===== src/rtl/jtdsp16_pio_host_if.sv =====
// Host-side bus of the DSP16 parallel I/O bridge.
// The host queues words for the DSP and drains words the DSP wrote.
interface jtdsp16_pio_host_if;
    logic [15:0] host_din;
    logic        host_wr;
    logic        host_sel;
    logic [1:0]  host_full;
    logic [15:0] host_dout;
    logic        host_dsel;
    logic        host_dvalid;
    logic        host_drd;
    logic [1:0]  err;
    logic        err_clr;

    modport master (
        output host_din, host_wr, host_sel,
        output host_drd, err_clr,
        input  host_full, host_dout, host_dsel,
        input  host_dvalid, err
    );

    modport slave (
        input  host_din, host_wr, host_sel,
        input  host_drd, err_clr,
        output host_full, host_dout, host_dsel,
        output host_dvalid, err
    );
endinterface


===== src/rtl/jtdsp16_pio_host.sv =====
// Host bridge for the DSP16 parallel port: two host->DSP FIFOs
// served on pids_n, and a 2-entry DSP->host queue filled on pods_n.
module jtdsp16_pio_host #(
    parameter int AW     = 2,
    parameter int IRQ_EN = 1
) (
    input  logic        rst,
    input  logic        clk,
    input  logic        cen,
    jtdsp16_pio_host_if.slave hif,
    output logic [15:0] pbus_in,
    input  logic [15:0] pbus_out,
    input  logic        pods_n,
    input  logic        pids_n,
    input  logic        psel,
    output logic        irq
);
    localparam int DEPTH = 1 << AW;
    localparam bit IRQ_ON = (IRQ_EN != 0);

    logic [15:0]   mem_q  [2][DEPTH];
    logic [15:0]   mem_d  [2][DEPTH];
    logic [AW-1:0] wp_q   [2];
    logic [AW-1:0] wp_d   [2];
    logic [AW-1:0] rp_q   [2];
    logic [AW-1:0] rp_d   [2];
    logic [AW:0]   cnt_q  [2];
    logic [AW:0]   cnt_d  [2];
    logic [15:0]   hold_q [2];
    logic [15:0]   hold_d [2];
    logic [16:0]   oq_q   [2];
    logic [16:0]   oq_d   [2];
    logic [1:0]    ocnt_q, ocnt_d;
    logic [1:0]    err_q, err_d;
    logic          irq_q, irq_d;
    logic          last_pods_q, last_pods_d;
    logic          last_pids_q, last_pids_d;

    logic          pods_rise, pids_rise, opop, ovf;
    logic [1:0]    full, empty, push, pop, udf;

    assign pods_rise = cen & pods_n & ~last_pods_q;
    assign pids_rise = cen & pids_n & ~last_pids_q;
    assign opop      = cen & hif.host_drd & (ocnt_q != 2'd0);

    always_comb begin
        full  = '0;
        empty = '0;
        push  = '0;
        pop   = '0;
        udf   = '0;
        for (int n = 0; n < 2; n++) begin
            full[n]  = cnt_q[n][AW];
            empty[n] = (cnt_q[n] == '0);
            push[n]  = cen & hif.host_wr
                     & (hif.host_sel == n[0]) & ~full[n];
            pop[n]   = pids_rise & (psel == n[0]) & ~empty[n];
            udf[n]   = pids_rise & (psel == n[0]) & empty[n];
        end
    end

    always_comb begin
        mem_d  = mem_q;
        wp_d   = wp_q;
        rp_d   = rp_q;
        cnt_d  = cnt_q;
        hold_d = hold_q;
        for (int n = 0; n < 2; n++) begin
            if (push[n]) begin
                mem_d[n][wp_q[n]] = hif.host_din;
                wp_d[n] = wp_q[n] + AW'(1);
            end
            if (pop[n]) begin
                hold_d[n] = mem_q[n][rp_q[n]];
                rp_d[n]   = rp_q[n] + AW'(1);
            end
            cnt_d[n] = cnt_q[n] + (AW+1)'(push[n])
                     - (AW+1)'(pop[n]);
        end
    end

    // Host pop goes first so a full queue can still take the new word
    always_comb begin
        oq_d   = oq_q;
        ocnt_d = ocnt_q;
        ovf    = 1'b0;
        if (opop) begin
            oq_d[0] = oq_q[1];
            ocnt_d  = ocnt_q - 2'd1;
        end
        if (pods_rise) begin
            if (ocnt_d == 2'd2) begin
                ovf = 1'b1;
            end else begin
                oq_d[ocnt_d[0]] = {psel, pbus_out};
                ocnt_d = ocnt_d + 2'd1;
            end
        end
    end

    always_comb begin
        err_d = err_q;
        if (cen & hif.err_clr) err_d = 2'b00;
        err_d = err_d | {ovf, |udf};
        irq_d = irq_q;
        if (cen)
            irq_d = IRQ_ON & ((cnt_d[0] != '0) | (cnt_d[1] != '0));
        last_pods_d = cen ? pods_n : last_pods_q;
        last_pids_d = cen ? pids_n : last_pids_q;
    end

    always_ff @(posedge clk or posedge rst) begin
        if (rst) begin
            mem_q       <= '{default: '0};
            wp_q        <= '{default: '0};
            rp_q        <= '{default: '0};
            cnt_q       <= '{default: '0};
            hold_q      <= '{default: '0};
            oq_q        <= '{default: '0};
            ocnt_q      <= 2'd0;
            err_q       <= 2'b00;
            irq_q       <= 1'b0;
            last_pods_q <= 1'b1;
            last_pids_q <= 1'b1;
        end else begin
            mem_q       <= mem_d;
            wp_q        <= wp_d;
            rp_q        <= rp_d;
            cnt_q       <= cnt_d;
            hold_q      <= hold_d;
            oq_q        <= oq_d;
            ocnt_q      <= ocnt_d;
            err_q       <= err_d;
            irq_q       <= irq_d;
            last_pods_q <= last_pods_d;
            last_pids_q <= last_pids_d;
        end
    end

    assign pbus_in = empty[psel] ? hold_q[psel]
                                 : mem_q[psel][rp_q[psel]];

    assign hif.host_full   = full;
    assign hif.host_dout   = oq_q[0][15:0];
    assign hif.host_dsel   = oq_q[0][16];
    assign hif.host_dvalid = (ocnt_q != 2'd0);
    assign hif.err         = err_q;
    assign irq             = irq_q;
endmodule


===== src/flat_wrapper.sv =====
// flat-port wrapper written by rule: the top's interface ports become plain ports
module jtdsp16_pio_host_flat 
#(
    parameter int AW     = 2,
    parameter int IRQ_EN = 1
)
  (rst, clk, cen, pbus_in, pbus_out, pods_n, pids_n, psel, irq, hif_host_din, hif_host_wr, hif_host_sel, hif_host_drd, hif_err_clr, hif_host_full, hif_host_dout, hif_host_dsel, hif_host_dvalid, hif_err);
  jtdsp16_pio_host_if hif_i ();
  input  logic rst;
  input  logic clk;
  input  logic cen;
  output logic [15:0] pbus_in;
  input  logic [15:0] pbus_out;
  input  logic pods_n;
  input  logic pids_n;
  input  logic psel;
  output logic irq;
  input wire logic [$bits(hif_i.host_din)-1:0] hif_host_din;
  input wire logic [$bits(hif_i.host_wr)-1:0] hif_host_wr;
  input wire logic [$bits(hif_i.host_sel)-1:0] hif_host_sel;
  input wire logic [$bits(hif_i.host_drd)-1:0] hif_host_drd;
  input wire logic [$bits(hif_i.err_clr)-1:0] hif_err_clr;
  output wire logic [$bits(hif_i.host_full)-1:0] hif_host_full;
  output wire logic [$bits(hif_i.host_dout)-1:0] hif_host_dout;
  output wire logic [$bits(hif_i.host_dsel)-1:0] hif_host_dsel;
  output wire logic [$bits(hif_i.host_dvalid)-1:0] hif_host_dvalid;
  output wire logic [$bits(hif_i.err)-1:0] hif_err;
  assign hif_i.host_din = hif_host_din;
  assign hif_i.host_wr = hif_host_wr;
  assign hif_i.host_sel = hif_host_sel;
  assign hif_i.host_drd = hif_host_drd;
  assign hif_i.err_clr = hif_err_clr;
  assign hif_host_full = hif_i.host_full;
  assign hif_host_dout = hif_i.host_dout;
  assign hif_host_dsel = hif_i.host_dsel;
  assign hif_host_dvalid = hif_i.host_dvalid;
  assign hif_err = hif_i.err;
  jtdsp16_pio_host #(.AW(AW), .IRQ_EN(IRQ_EN)) u_core (.rst(rst), .clk(clk), .cen(cen), .hif(hif_i), .pbus_in(pbus_in), .pbus_out(pbus_out), .pods_n(pods_n), .pids_n(pids_n), .psel(psel), .irq(irq));
endmodule

===== config.mk =====
export PLATFORM = sky130hd
export DESIGN_NAME = jtdsp16_pio_host_flat
export DESIGN_NICKNAME = d
export VERILOG_FILES = /design/src/rtl/jtdsp16_pio_host_if.sv /design/src/rtl/jtdsp16_pio_host.sv /design/src/flat_wrapper.sv
export SDC_FILE = /design/constraint.sdc
export NUM_CORES = 1
export LEC_CHECK = 0
export CELL_PAD_IN_SITES_DETAIL_PLACEMENT = 2
export CELL_PAD_IN_SITES_GLOBAL_PLACEMENT = 2
export CORE_UTILIZATION = 41
export CTS_BUF_LIST = sky130_fd_sc_hd__clkbuf_8 sky130_fd_sc_hd__clkbuf_16
export CTS_CLUSTER_SIZE = 28
export DETAILED_ROUTE_END_ITERATION = 10
export PLACE_DENSITY = 0.87
export SLEW_MARGIN = 25
export SYNTH_ARGS = -nofsm -noshare
export SYNTH_HDL_FRONTEND = slang
export SYNTH_SLANG_ARGS = --single-unit

===== constraint.sdc =====
create_clock -name clk -period 9.9 [get_ports clk]
set_clock_uncertainty 0.1 [all_clocks]
set_input_delay 1.485 -clock clk [delete_from_list [all_inputs] [get_ports clk]]
set_output_delay 1.485 -clock clk [all_outputs]
set_load 0.01 [all_outputs]

==> impl_results.rst, run 1 <==
.. list-table::
   :header-rows: 1

   * - Metric
     - Value
   * - Outcome
     - finished clean
   * - Post-CTS Hold Fix Bufs
     - 0
   * - Worst Hold Depth
     - 2
   * - Share of cells above drive strength 1
     - 31.8%
   * - R2R depth
     - 11
   * - Req. time, crit path
     - 8.32 ns
   * - Clock network power share
     - 23.5%
   * - GRT overflow
     - 0
   * - IO buf count
     - 80
   * - Count of unique library cells instantiated by Yosys
     - 40
   * - Switching Share
     - 36.4%
   * - Post-detailed-routing wire length
     - 33200 um
   * - Top-Level Pins
     - 81
   * - HPWL after detailed placement
     - 19800 um
   * - Post-Syn Nets
     - 906
   * - DP Area
     - 11800 um2
   * - Number of buffers created by CTS
     - 25
   * - Worst reg2reg startpoint
     - u_core.hif.host_full[0]
   * - Drt drc
     - 0
   * - Full die area
     - 27200 um2
   * - Arrival time of the worst setup path
     - 4.55 ns
   * - Starting Density
     - 41.7%
   * - Tmin final
     - 6.13 ns
   * - Routed via count
     - 7196
   * - Y dimension of the die
     - 165 um
   * - Type of the worst setup path
     - in -> out
   * - Global-route usage over all layers
     - 25.2%
   * - Count of antenna-violating nets left after detailed routing
     - 0
   * - Register area
     - 5390 um2
   * - Count of final max-slew check failures
     - 0
   * - Share of total power in sequential cells
     - 36.2%
   * - Share of the synthesized area in the top cell type
     - 49.0%
   * - Gates resized, CTS repair
     - 0
   * - Crit Path Max Fanout
     - 41
   * - Post-route clock period utilization
     - 62.0%
   * - Worst min-delay path category
     - reg -> reg
   * - Vias in the first global route
     - 8630
   * - Post-CTS setup buffer count
     - 0
   * - Per-instance average area after synthesis
     - 12.8 um2
   * - Core region area
     - 26100 um2
   * - Area growth from synthesis to layout
     - 16.7%
   * - PD cells
     - 343 nW/um2
   * - Synthesized area
     - 10900 um2
   * - Setup crit start kind
     - primary input
   * - Ranking of synthesized cells by instance count
     - sky130_fd_sc_hd__dfrtp_1 (213), sky130_fd_sc_hd__mux2_2 (211), sky130_fd_sc_hd__mux2i_1 (97), sky130_fd_sc_hd__nand2_1 (55), sky130_fd_sc_hd__nor2_1 (37)
   * - Num rows
     - 59
   * - Htree depth
     - 1
   * - DR iter-0 viols
     - 310
   * - Sequential fraction of the synthesis area
     - 49.5%
   * - Leakage power total
     - 5.88 nW
   * - RSZ-0062 raised after global routing
     - false
   * - Number of diodes added for antenna fixing
     - 0
   * - Horizontal extent of the die
     - 165 um
   * - Combined area of the multi-input logic cells
     - 5000 um2
   * - Fill cell instance count of the final layout
     - 2486
   * - Drt pass-1 iters
     - 4
   * - Measured slew at the worst slew-check pin
     - 1.05 ns
   * - Critical path endpoint category
     - output pin
   * - Final hold violation count
     - 0
   * - Buffer depth of the longest clock path
     - 3
   * - Hold EP
     - u_core.hold_q[16]
   * - Critical register-to-register path endpoint
     - u_core.irq
   * - Number of placed instances with taps included
     - 1206
   * - Number of vias per cell
     - 5.75
   * - Average detailed-routed wire length per instance
     - 26.5 um
   * - Comb pwr share
     - 40.3%
   * - Internal power
     - 2.77 mW
   * - Final net count
     - 958
   * - Latest clock arrival within the worst-skew pair
     - 0.54 ns
   * - Clock tree from TritonCTS
     - yes
   * - Final setup violating endpoints
     - 0
   * - Final weighted congestion in routability-driven placement
     - 0.699
   * - Fraction of registers with async set or reset after synthesis
     - 100%
   * - Switching component of the power
     - 1.58 mW
   * - Headroom to the max-slew limit
     - 29.9%
   * - Max-capacitance violation count
     - 0
   * - Final sum of negative setup slack
     - 0 ns
   * - Startpoint of the tightest hold check path
     - u_core.hold_q[16]
   * - Post-synthesis sequential element count
     - 215
   * - Global-route wire length before repair
     - 51300 um
   * - Post-route standard cell area excluding fillers
     - 12700 um2
   * - F_max
     - 163 MHz
   * - Leading post-synthesis cells by cell area
     - sky130_fd_sc_hd__dfrtp_1 (49%), sky130_fd_sc_hd__mux2_2 (22%), sky130_fd_sc_hd__mux2i_1 (8.9%)
   * - YS warnings
     - 0
   * - Largest net degree at the start of global routing
     - 93
   * - Number of clock sinks
     - 215
   * - Antenna violations before repair
     - 0
   * - Dominant cell type by area after synthesis
     - sky130_fd_sc_hd__dfrtp_1
   * - Most numerous cell in the Yosys netlist
     - sky130_fd_sc_hd__dfrtp_1
   * - Final Instance Count excl. Fillers
     - 1251
   * - Worst vdd ir
     - 0.169 mV
   * - Post-synth EDFFs
     - 0
   * - R2r setup slk
     - 6.14 ns
   * - Leading register cell type out of synthesis
     - sky130_fd_sc_hd__dfrtp_1
   * - Clock-pin slew of the registers on the worst-case setup and hold paths
     - 0.06 ns
   * - Cell count after synthesis
     - 847
   * - Clock Tree Root
     - sky130_fd_sc_hd__clkbuf_16
   * - WHS
     - 0.403 ns
[metrics by stage]
| step | worst slack [ns] | total power, mW | util (%) |
|---|---|---|---|
| 6_report | 3.77 | 4.35 | 48.7 |
| 5_1_grt | 3.72 | 4.55 | 48.7 |
| 4_1_cts | 3.79 | 4.37 | 48.6 |
| 3_5_place_dp | 3.84 | 3.28 | 45.1 |
| 3_3_place_gp | 3.95 | 3.12 | 45.1 |
| 2_1_floorplan | 2.44 | 2.69 | - |
[cells in the final DEF (no fill, tap or decap), types with 4 or more instances in the layout]
| cell | n |
|---|---|
| sky130_fd_sc_hd__nand2_4 | 4 |
| sky130_fd_sc_hd__inv_1 | 22 |
| sky130_fd_sc_hd__nor3_4 | 4 |
| sky130_fd_sc_hd__nor2_1 | 37 |
| sky130_fd_sc_hd__bufinv_16 | 5 |
| sky130_fd_sc_hd__nand2_1 | 55 |
| sky130_fd_sc_hd__xnor2_1 | 8 |
| sky130_fd_sc_hd__mux2i_1 | 97 |
| sky130_fd_sc_hd__nand2_2 | 6 |
| sky130_fd_sc_hd__o211ai_1 | 16 |
| sky130_fd_sc_hd__clkbuf_16 | 25 |
| sky130_fd_sc_hd__ha_1 | 15 |
| sky130_fd_sc_hd__buf_4 | 12 |
| sky130_fd_sc_hd__clkbuf_8 | 6 |
| sky130_fd_sc_hd__clkdlybuf4s50_1 | 79 |
| sky130_fd_sc_hd__o21ai_0 | 36 |
| sky130_fd_sc_hd__o22a_1 | 16 |
| sky130_fd_sc_hd__dfrtp_1 | 211 |
| sky130_fd_sc_hd__mux2_2 | 211 |
| sky130_fd_sc_hd__a221o_1 | 16 |
[cell type report]
class                   instances  area share, %
flip-flops and latches        215           42.4
multi-input cells             545           39.4
repair buffers                 93           7.10
clock buffers                  31           5.58
well taps                     335           3.30
clock inverters                13           1.58
inverters                      19          0.621
[state kept, by name, indices dropped and copies added (netlist names)]
name,flops
u_core.ocnt_q,2
u_core.oq_q,17
u_core.hif.err,2
u_core.hif.host_dsel,1
u_core.cnt_q,4
u_core.last_pods_q,1
u_core.hold_q,32
u_core.irq,1
u_core.last_pids_q,1
u_core.hif.host_dout,16
u_core.rp_q,4
u_core.mem_q,128
u_core.hif.host_full,2
u_core.wp_q,4
[routing by layer]
metal | track usage [%] | vias up | part of all wire [%]
met2 | 45.1 | 199 | 52
met5 | 0 | - | 0
met4 | 8.42 | 0 | 3.3
met3 | 4.62 | 68 | 4.8
met1 | 30.4 | 3820 | 40
li1 | - | 3109 | -
[worst max-delay path: stages]
cell and delay [ns]:
sky130_fd_sc_hd__buf_2 0.08, sky130_fd_sc_hd__buf_4 0.51, sky130_fd_sc_hd__mux2i_4 0.78, sky130_fd_sc_hd__buf_4 0.52, sky130_fd_sc_hd__mux2i_1 0.29, sky130_fd_sc_hd__nor2_1 0.07, sky130_fd_sc_hd__o22a_1 0.26, sky130_fd_sc_hd__clkdlybuf4s50_1 0.52
[power groups by stage]
stage               sequential, mW  clock, mW  combinational [mW]
floorplan                     1.45          0                1.24
global placement              1.52          0                1.60
detailed placement            1.57          0                1.71
CTS                           1.57       1.04                1.76
global route                  1.61       1.06                1.88
finish                        1.57       1.02                1.75
[cells by family (layout without fill, tap and decap cells)]
group,count (synthesis),after routing,share of synthesized area (%)
AO/OA/AOI/OAI,90,90,5.98
XOR/XNOR,11,11,1.06
adder cells (fa/ha/maj),17,17,2.09
buffers and inverters,87,156,4.88
flip-flops,215,215,49.5
multiplexers,311,311,31.1
AND/OR/NAND/NOR,116,116,5.41
[how the worst max path moves through the flow]
stage,startpoint,endpoint,slack [ns],depth (start not counted)
floorplan,rst,u_core.cnt_q[0],2.44,1
global placement,psel,pbus_in[9],3.95,8
detailed placement,psel,pbus_in[8],3.84,8
CTS,psel,pbus_in[8],3.79,8
global route,psel,pbus_in[8],3.72,8
finish,psel,pbus_in[9],3.77,8
No activity file was read; power rests on OpenSTA's default activity.
==> run 2, diff against run 1 <==
clock period = 5.72 ns   (was 9.9 ns; I/O delays follow)
==> run 2 against run 1 <==
  * Sequential share of layout area grew 0.28 points
  * Sequential power grew 75%
  * Global-route usage grew 0.33 points
  * Critical path type is now reg -> out
  * Setup slack lost 2.7 ns
  * Highest routed layer unchanged
  * First-iteration DRC count grew 12%
  * Non-clock buffer count shrank 2
  * Largest power group unchanged
  * Via count shrank 0.60%
  * Cell count is essentially flat
  * Cell area shrank 0.66%
  * Wire length grew 0.18%
==> impl_results.rst, run 2 (synthesis results as in run 1) <==
.. list-table::
   :header-rows: 1

   * - Metric
     - Value
   * - Final weighted congestion in routability-driven placement
     - 0.718
   * - Latest clock arrival within the worst-skew pair
     - 0.54 ns
   * - Leakage power total
     - 5.84 nW
   * - F_max
     - 216 MHz
   * - Fill cell instance count of the final layout
     - 2480
   * - Measured slew at the worst slew-check pin
     - 0.996 ns
   * - Number of diodes added for antenna fixing
     - 0
   * - Clock Tree Root
     - sky130_fd_sc_hd__clkbuf_16
   * - PD cells
     - 587 nW/um2
   * - Leading cell types in the layout, fill and taps excluded
     - sky130_fd_sc_hd__mux2_2 (211), sky130_fd_sc_hd__dfrtp_1 (211), sky130_fd_sc_hd__mux2i_1 (97), sky130_fd_sc_hd__clkdlybuf4s50_1 (79), sky130_fd_sc_hd__nand2_1 (55)
   * - Crit path cell chain
     - nor3_4, buf_4, nand2b_1, nor2_1, o22a_1, clkdlybuf4s50_1
   * - WHS
     - 0.397 ns
   * - Type of the worst setup path
     - reg -> out
   * - IO buf count
     - 80
   * - Largest register by flop count
     - u_core.mem_q
   * - Master of the slowest instance on the critical path
     - sky130_fd_sc_hd__nand2b_1
   * - Clock-pin slew of the registers on the worst-case setup and hold paths
     - 0.06 ns
   * - Combined area of the multi-input logic cells
     - 4990 um2
   * - Final setup violating endpoints
     - 0
   * - Worst path top cell family by delay
     - simple AND/OR/NAND/NOR gates
   * - Post-route clock period utilization
     - 80.8%
   * - Area growth from synthesis to layout
     - 15.9%
   * - Setup crit start kind
     - flop
   * - Max-capacitance violation count
     - 0
   * - HPWL after detailed placement
     - 18900 um
   * - Global-route usage over all layers
     - 25.6%
   * - Num rows
     - 59
   * - Post-CTS Hold Fix Bufs
     - 0
   * - Count of final max-slew check failures
     - 0
   * - Gates resized, CTS repair
     - 0
   * - DR iter-0 viols
     - 348
   * - Share of cells above drive strength 1
     - 31.6%
   * - Final hold violation count
     - 0
   * - Full die area
     - 27200 um2
   * - Clock tree from TritonCTS
     - yes
   * - Tmin final
     - 4.62 ns
   * - Count of antenna-violating nets left after detailed routing
     - 0
   * - Y dimension of the die
     - 165 um
   * - Global-route wire length before repair
     - 51900 um
   * - Antenna violations before repair
     - 0
   * - Top flop regs
     - u_core.mem_q (128), u_core.hold_q (32), u_core.oq_q (17)
   * - Number of clock sinks
     - 215
   * - Drt pass-1 iters
     - 4
   * - Core region area
     - 26100 um2
   * - Largest net degree at the start of global routing
     - 154
   * - Stage delay of the slowest cell on the critical path
     - 0.81 ns
   * - Worst min-delay path category
     - reg -> reg
   * - Arrival time of the worst setup path
     - 3.66 ns
   * - Post-CTS setup buffer count
     - 0
   * - Final sum of negative setup slack
     - 0 ns
   * - Outcome
     - finished clean
   * - Number of vias per cell
     - 5.72
   * - Req. time, crit path
     - 4.76 ns
   * - Post-detailed-routing wire length
     - 33300 um
   * - Average detailed-routed wire length per instance
     - 26.6 um
   * - Top-Level Pins
     - 81
   * - RSZ-0062 raised after global routing
     - false
   * - GRT overflow
     - 0
   * - Largest register FFs
     - 128
   * - Number of buffers created by CTS
     - 25
   * - Buffer depth of the longest clock path
     - 3
   * - Routed via count
     - 7153
   * - Drt drc
     - 0
   * - Crit Path Max Fanout
     - 16
   * - Starting Density
     - 41.7%
   * - Final net count
     - 956
   * - Vias in the first global route
     - 8679
   * - Critical path endpoint category
     - output pin
   * - Sum of buffers and inverters on the critical path
     - 2
   * - Htree depth
     - 1
   * - Finished Core Util
     - 48.4%
   * - Worst vdd ir
     - 0.302 mV
   * - Register area
     - 5390 um2
   * - Horizontal extent of the die
     - 165 um
   * - Headroom to the max-slew limit
     - 32.2%
-- run 2: cell count changes in the layout (fill, tap and decap cells not counted), sizes merged --
cell,change
buf,-2
bufinv,-3
clkbuf,+1
clkinv,+1
clkinvlp,+1
inv,+1
-- run 2: metal layers --
metal	global-route usage [%]	wire length, um	part of all wire, %
met5	0	0	0
met4	9.34	1080	3.2
met3	4.32	1320	4.0
met2	46.0	17100	51
met1	30.5	13800	41
-- run 2: path summary, 6_finish.rpt --
path	startpoint	slack [ns]	cells past startpoint	endpoint
max	u_core.hif.host_full[0]	1.10	6	pbus_in[10]
min	u_core.hold_q[0]	0.40	1	u_core.hold_q[0]
max reg2reg	u_core.hif.host_full[0]	1.82	12	u_core.irq
min reg2reg	u_core.hold_q[0]	0.40	1	u_core.hold_q[0]
max in group asynchronous	rst	3.98	3	u_core.rp_q[1]
min in group asynchronous	rst	0.81	3	u_core.mem_q[29]
-- run 2: cell type report --
cell class                      count  area share, %
Sequential cell                   215           42.7
Inverter                           19          0.596
Clock inverter                     13          0.844
Clock buffer                       32           5.73
Timing Repair Buffer               91           7.17
Tap cell                          335           3.33
Multi-Input combinational cell    545           39.6
-- run 2: through the flow --
step	power [mW]	cells	instance area, um2	worst slack [ns]
after CTS	7.47	1250	12600	1.07
after global placement	5.39	1205	11800	1.27
after detailed placement	5.63	1205	11800	1.01
after floorplan	4.66	847	10900	1.97
final	7.40	1250	12600	1.10
after global routing	7.77	1250	12600	0.991
-- run 2: report_power, final --
group          internal [mW]  leakage (nW)  switching (mW)  total [mW]
Combinational           1.48          2.69            1.53        3.01
Sequential              2.20          2.71           0.551        2.75
Clock                  0.971         0.440           0.663        1.63
Total                   4.66          5.84            2.74        7.40
==> patch, RTL diff (settings of run 1) <==
Register the output `irq` once more, with the module's reset; this adds one clock of latency there. The other outputs are not delayed to match.
--- a/src/rtl/jtdsp16_pio_host.sv
+++ b/src/rtl/jtdsp16_pio_host.sv
@@ -147,3 +147,9 @@
     assign hif.err         = err_q;
-    assign irq             = irq_q;
+    always_ff @(posedge clk or posedge rst) begin
+        if (rst) begin
+            irq <= '0;
+        end else begin
+            irq <= irq_q;
+        end
+    end
 endmodule
Behaviour: not the same (Yosys sat finds a counterexample within 4 cycles, from zero or initial values and one cycle with rst high).
==> patch against run 1 <==
Sequential cell count up 1; setup slack improved by 24 ps; die area increased by 0.22%; wire length increased by 8.2%; final cell count about the same; count of clock-buffer cells in the layout is 1 lower; critical path depth unchanged; first-iteration DRC count grew 44%; synthesized cell count grew 0.12%; design area fell by 1.1%; power is 1.6% lower; area after synthesis up 0.23%; critical path type unchanged; largest power group unchanged; highest routed layer unchanged.
==> patch: results (changes against run 1) <==
- The run finished with clean final reports.
- The number of cells on the worst hold path came to 0 (-2).
- For hold timing, the worst endpoint is u_core.irq.
- The leakage power total is 0.005824 uW (-0.90%).
- The peak supply drop is 180.3 uV (+6.9%).
- The peak fanout along the critical path came to 41 (unchanged).
- The post-synthesis share of cell area spent on full adders, half adders and majority gates is 0.02089 (-0.00004805).
- The fraction of layout cells with a size suffix above 1 is 0.3141 (-0.003618).
- The maximum clock path buffer count came to 3 (unchanged).
- The internal portion of total power is 2629 uW (-5.0%).
- The number of warnings reported in the yosys synthesis log is 0 (unchanged).
- The pin count of the biggest net entering global routing is 88 (-5.4%).
- The count of fill cells added during filler insertion came to 2,524 (+1.5%).
- The part of the total power dissipated in combinational logic is 0.414 (+0.011).
- The worst register-to-register path ends at u_core.irq_q.
- The via count of the first global-routing pass is 8,658 (+0.32%).
- The launch instance of the worst min-delay path is u_core.irq_q.
- The critical register-to-register path startpoint is u_core.hif.host_full[0].
- The final-layout worst hold slack is 292.7 ps (-110.4 ps).
- The min-delay analysis places its worst path in the category reg2reg.
- The data arrival time of the critical path is 4520 ps (-30 ps).
- The number of resized instances in the post-cts repair step is 0 (unchanged).
- The share of synthesized area occupied by flip-flops and latches is 0.4960 (+0.001159).
- The count of routing violations after the opening detailed-route iteration is 445 (+44%).
- The first-pass iteration count of the detailed router is 7 (+3).
- The via count is 7,266 (+0.97%).
- The number of buffers inserted by port buffering came to 80 (unchanged).
- The final weighted congestion in routability-driven placement is 0.7299 (+4.5%).
- The post-synthesis compound-gate area fraction is 0.05967 (-0.0001373).
- The number of distinct standard cells referenced by the synthesized netlist is 40 (unchanged).
- The HPWL after detailed placement was 20,830 um (+5.0%).
- The H-tree depth is 1 (unchanged).
- The proportion of synthesized flip-flops having asynchronous set or reset is 1.000 (unchanged).
- The proportion of synthesized area in mux cells is 0.3103 (-0.0007138).
- The part of the power in registers is 0.380 (+0.018).
- The clock transition at the registers of the reported paths is 60 ps (about the same).
- The count of cells along the worst register-to-register path was 11 (unchanged).
- The average wire length per cell after detail routing is 28.70 um (+8.1%).
- The transition time at the pin with the least slew margin is 976.4 ps (-75.11 ps).
- The family with the most delay on the worst path is buffers and inverters.
- By area the synthesized netlist is led by dfrtp_1 49%, mux2_2 22%, mux2i_1 8.9%, nand2_1 1.9%, buf_4 1.9%.
- The wire length of the first global-routing pass is 54,630 um (+6.6%).
- The total global routing track utilization is 0.2738 (+0.02141).
- The layout net count was 959 (+0.10%).
- The slack of the worst reg-to-reg path is 6100 ps (-40 ps).
- The switching power is 1650 uW (+4.3%).
- Ranked by instance count, the synthesized netlist is headed by 214 x dfrtp_1, 211 x mux2_2, 97 x mux2i_1.
- In the final layout, the registers with the most flip-flops are u_core.mem_q (128), u_core.hold_q (32), u_core.oq_q (17).
- The post-synthesis share of cell area spent on xor and xnor gates is 0.01056 (-0.00002429).
- The total nets after synthesis was 907 (+0.11%).
==> patch: cell types whose count changed after synthesis, sizes merged <==
cell	change
dfrtp	+1
==> patch: how the worst max path moves through the flow <==
stage | cells after the start | to | slack (ps)
3_3_place_gp | 8 | pbus_in[9] | 3990
3_5_place_dp | 8 | pbus_in[8] | 3850
2_1_floorplan | 1 | u_core.cnt_q[0] | 2410
6_report | 8 | pbus_in[8] | 3790
5_1_grt | 8 | pbus_in[9] | 3700
4_1_cts | 8 | pbus_in[8] | 3780
==> patch: logic make-up (layout without fill, tap and decap cells) <==
kind of cell / count (synthesis) / count (layout)
mux: 311 / 311
flops: 216 / 216
simple gates: 116 / 116
compound gates: 90 / 90
buf+inv: 87 / 156
fa+ha+maj: 17 / 17
xor+xnor: 11 / 11
==> patch: area by class of cell <==
cell class | count | area share
well taps | 335 | 0.03339
flip-flops and latches | 216 | 0.4310
repair buffers | 93 | 0.07147
inverters | 19 | 0.006280
multi-input cells | 545 | 0.3976
clock inverters | 14 | 0.004884
clock buffers | 30 | 0.05532
==> patch: metrics by stage <==
step,std cells,worst slack (ps),area [um^2]
2_1_floorplan,848,2411,10900
5_1_grt,1252,3701,12550
4_1_cts,1251,3777,12540
6_report,1252,3790,12550
3_3_place_gp,1207,3993,11790
3_5_place_dp,1207,3853,11790
==> patch: routing by layer <==
layer,part of all wire,track usage,wire length (um)
met1,0.39,0.3243,14120
met2,0.52,0.4897,18800
met3,0.043,0.03946,1540
met4,0.041,0.1222,1468
met5,0,0,0
==> patch: worst register-to-register path: stages, from the launching register on <==
cell     delay (ps)
dfrtp_1         520
nor3_4          260
buf_4           340
or3_1           170
buf_4           390
inv_1           160
ha_1            300
inv_1            50
ha_1            220
fa_1            530
nor4_1          460
a31oi_1         150
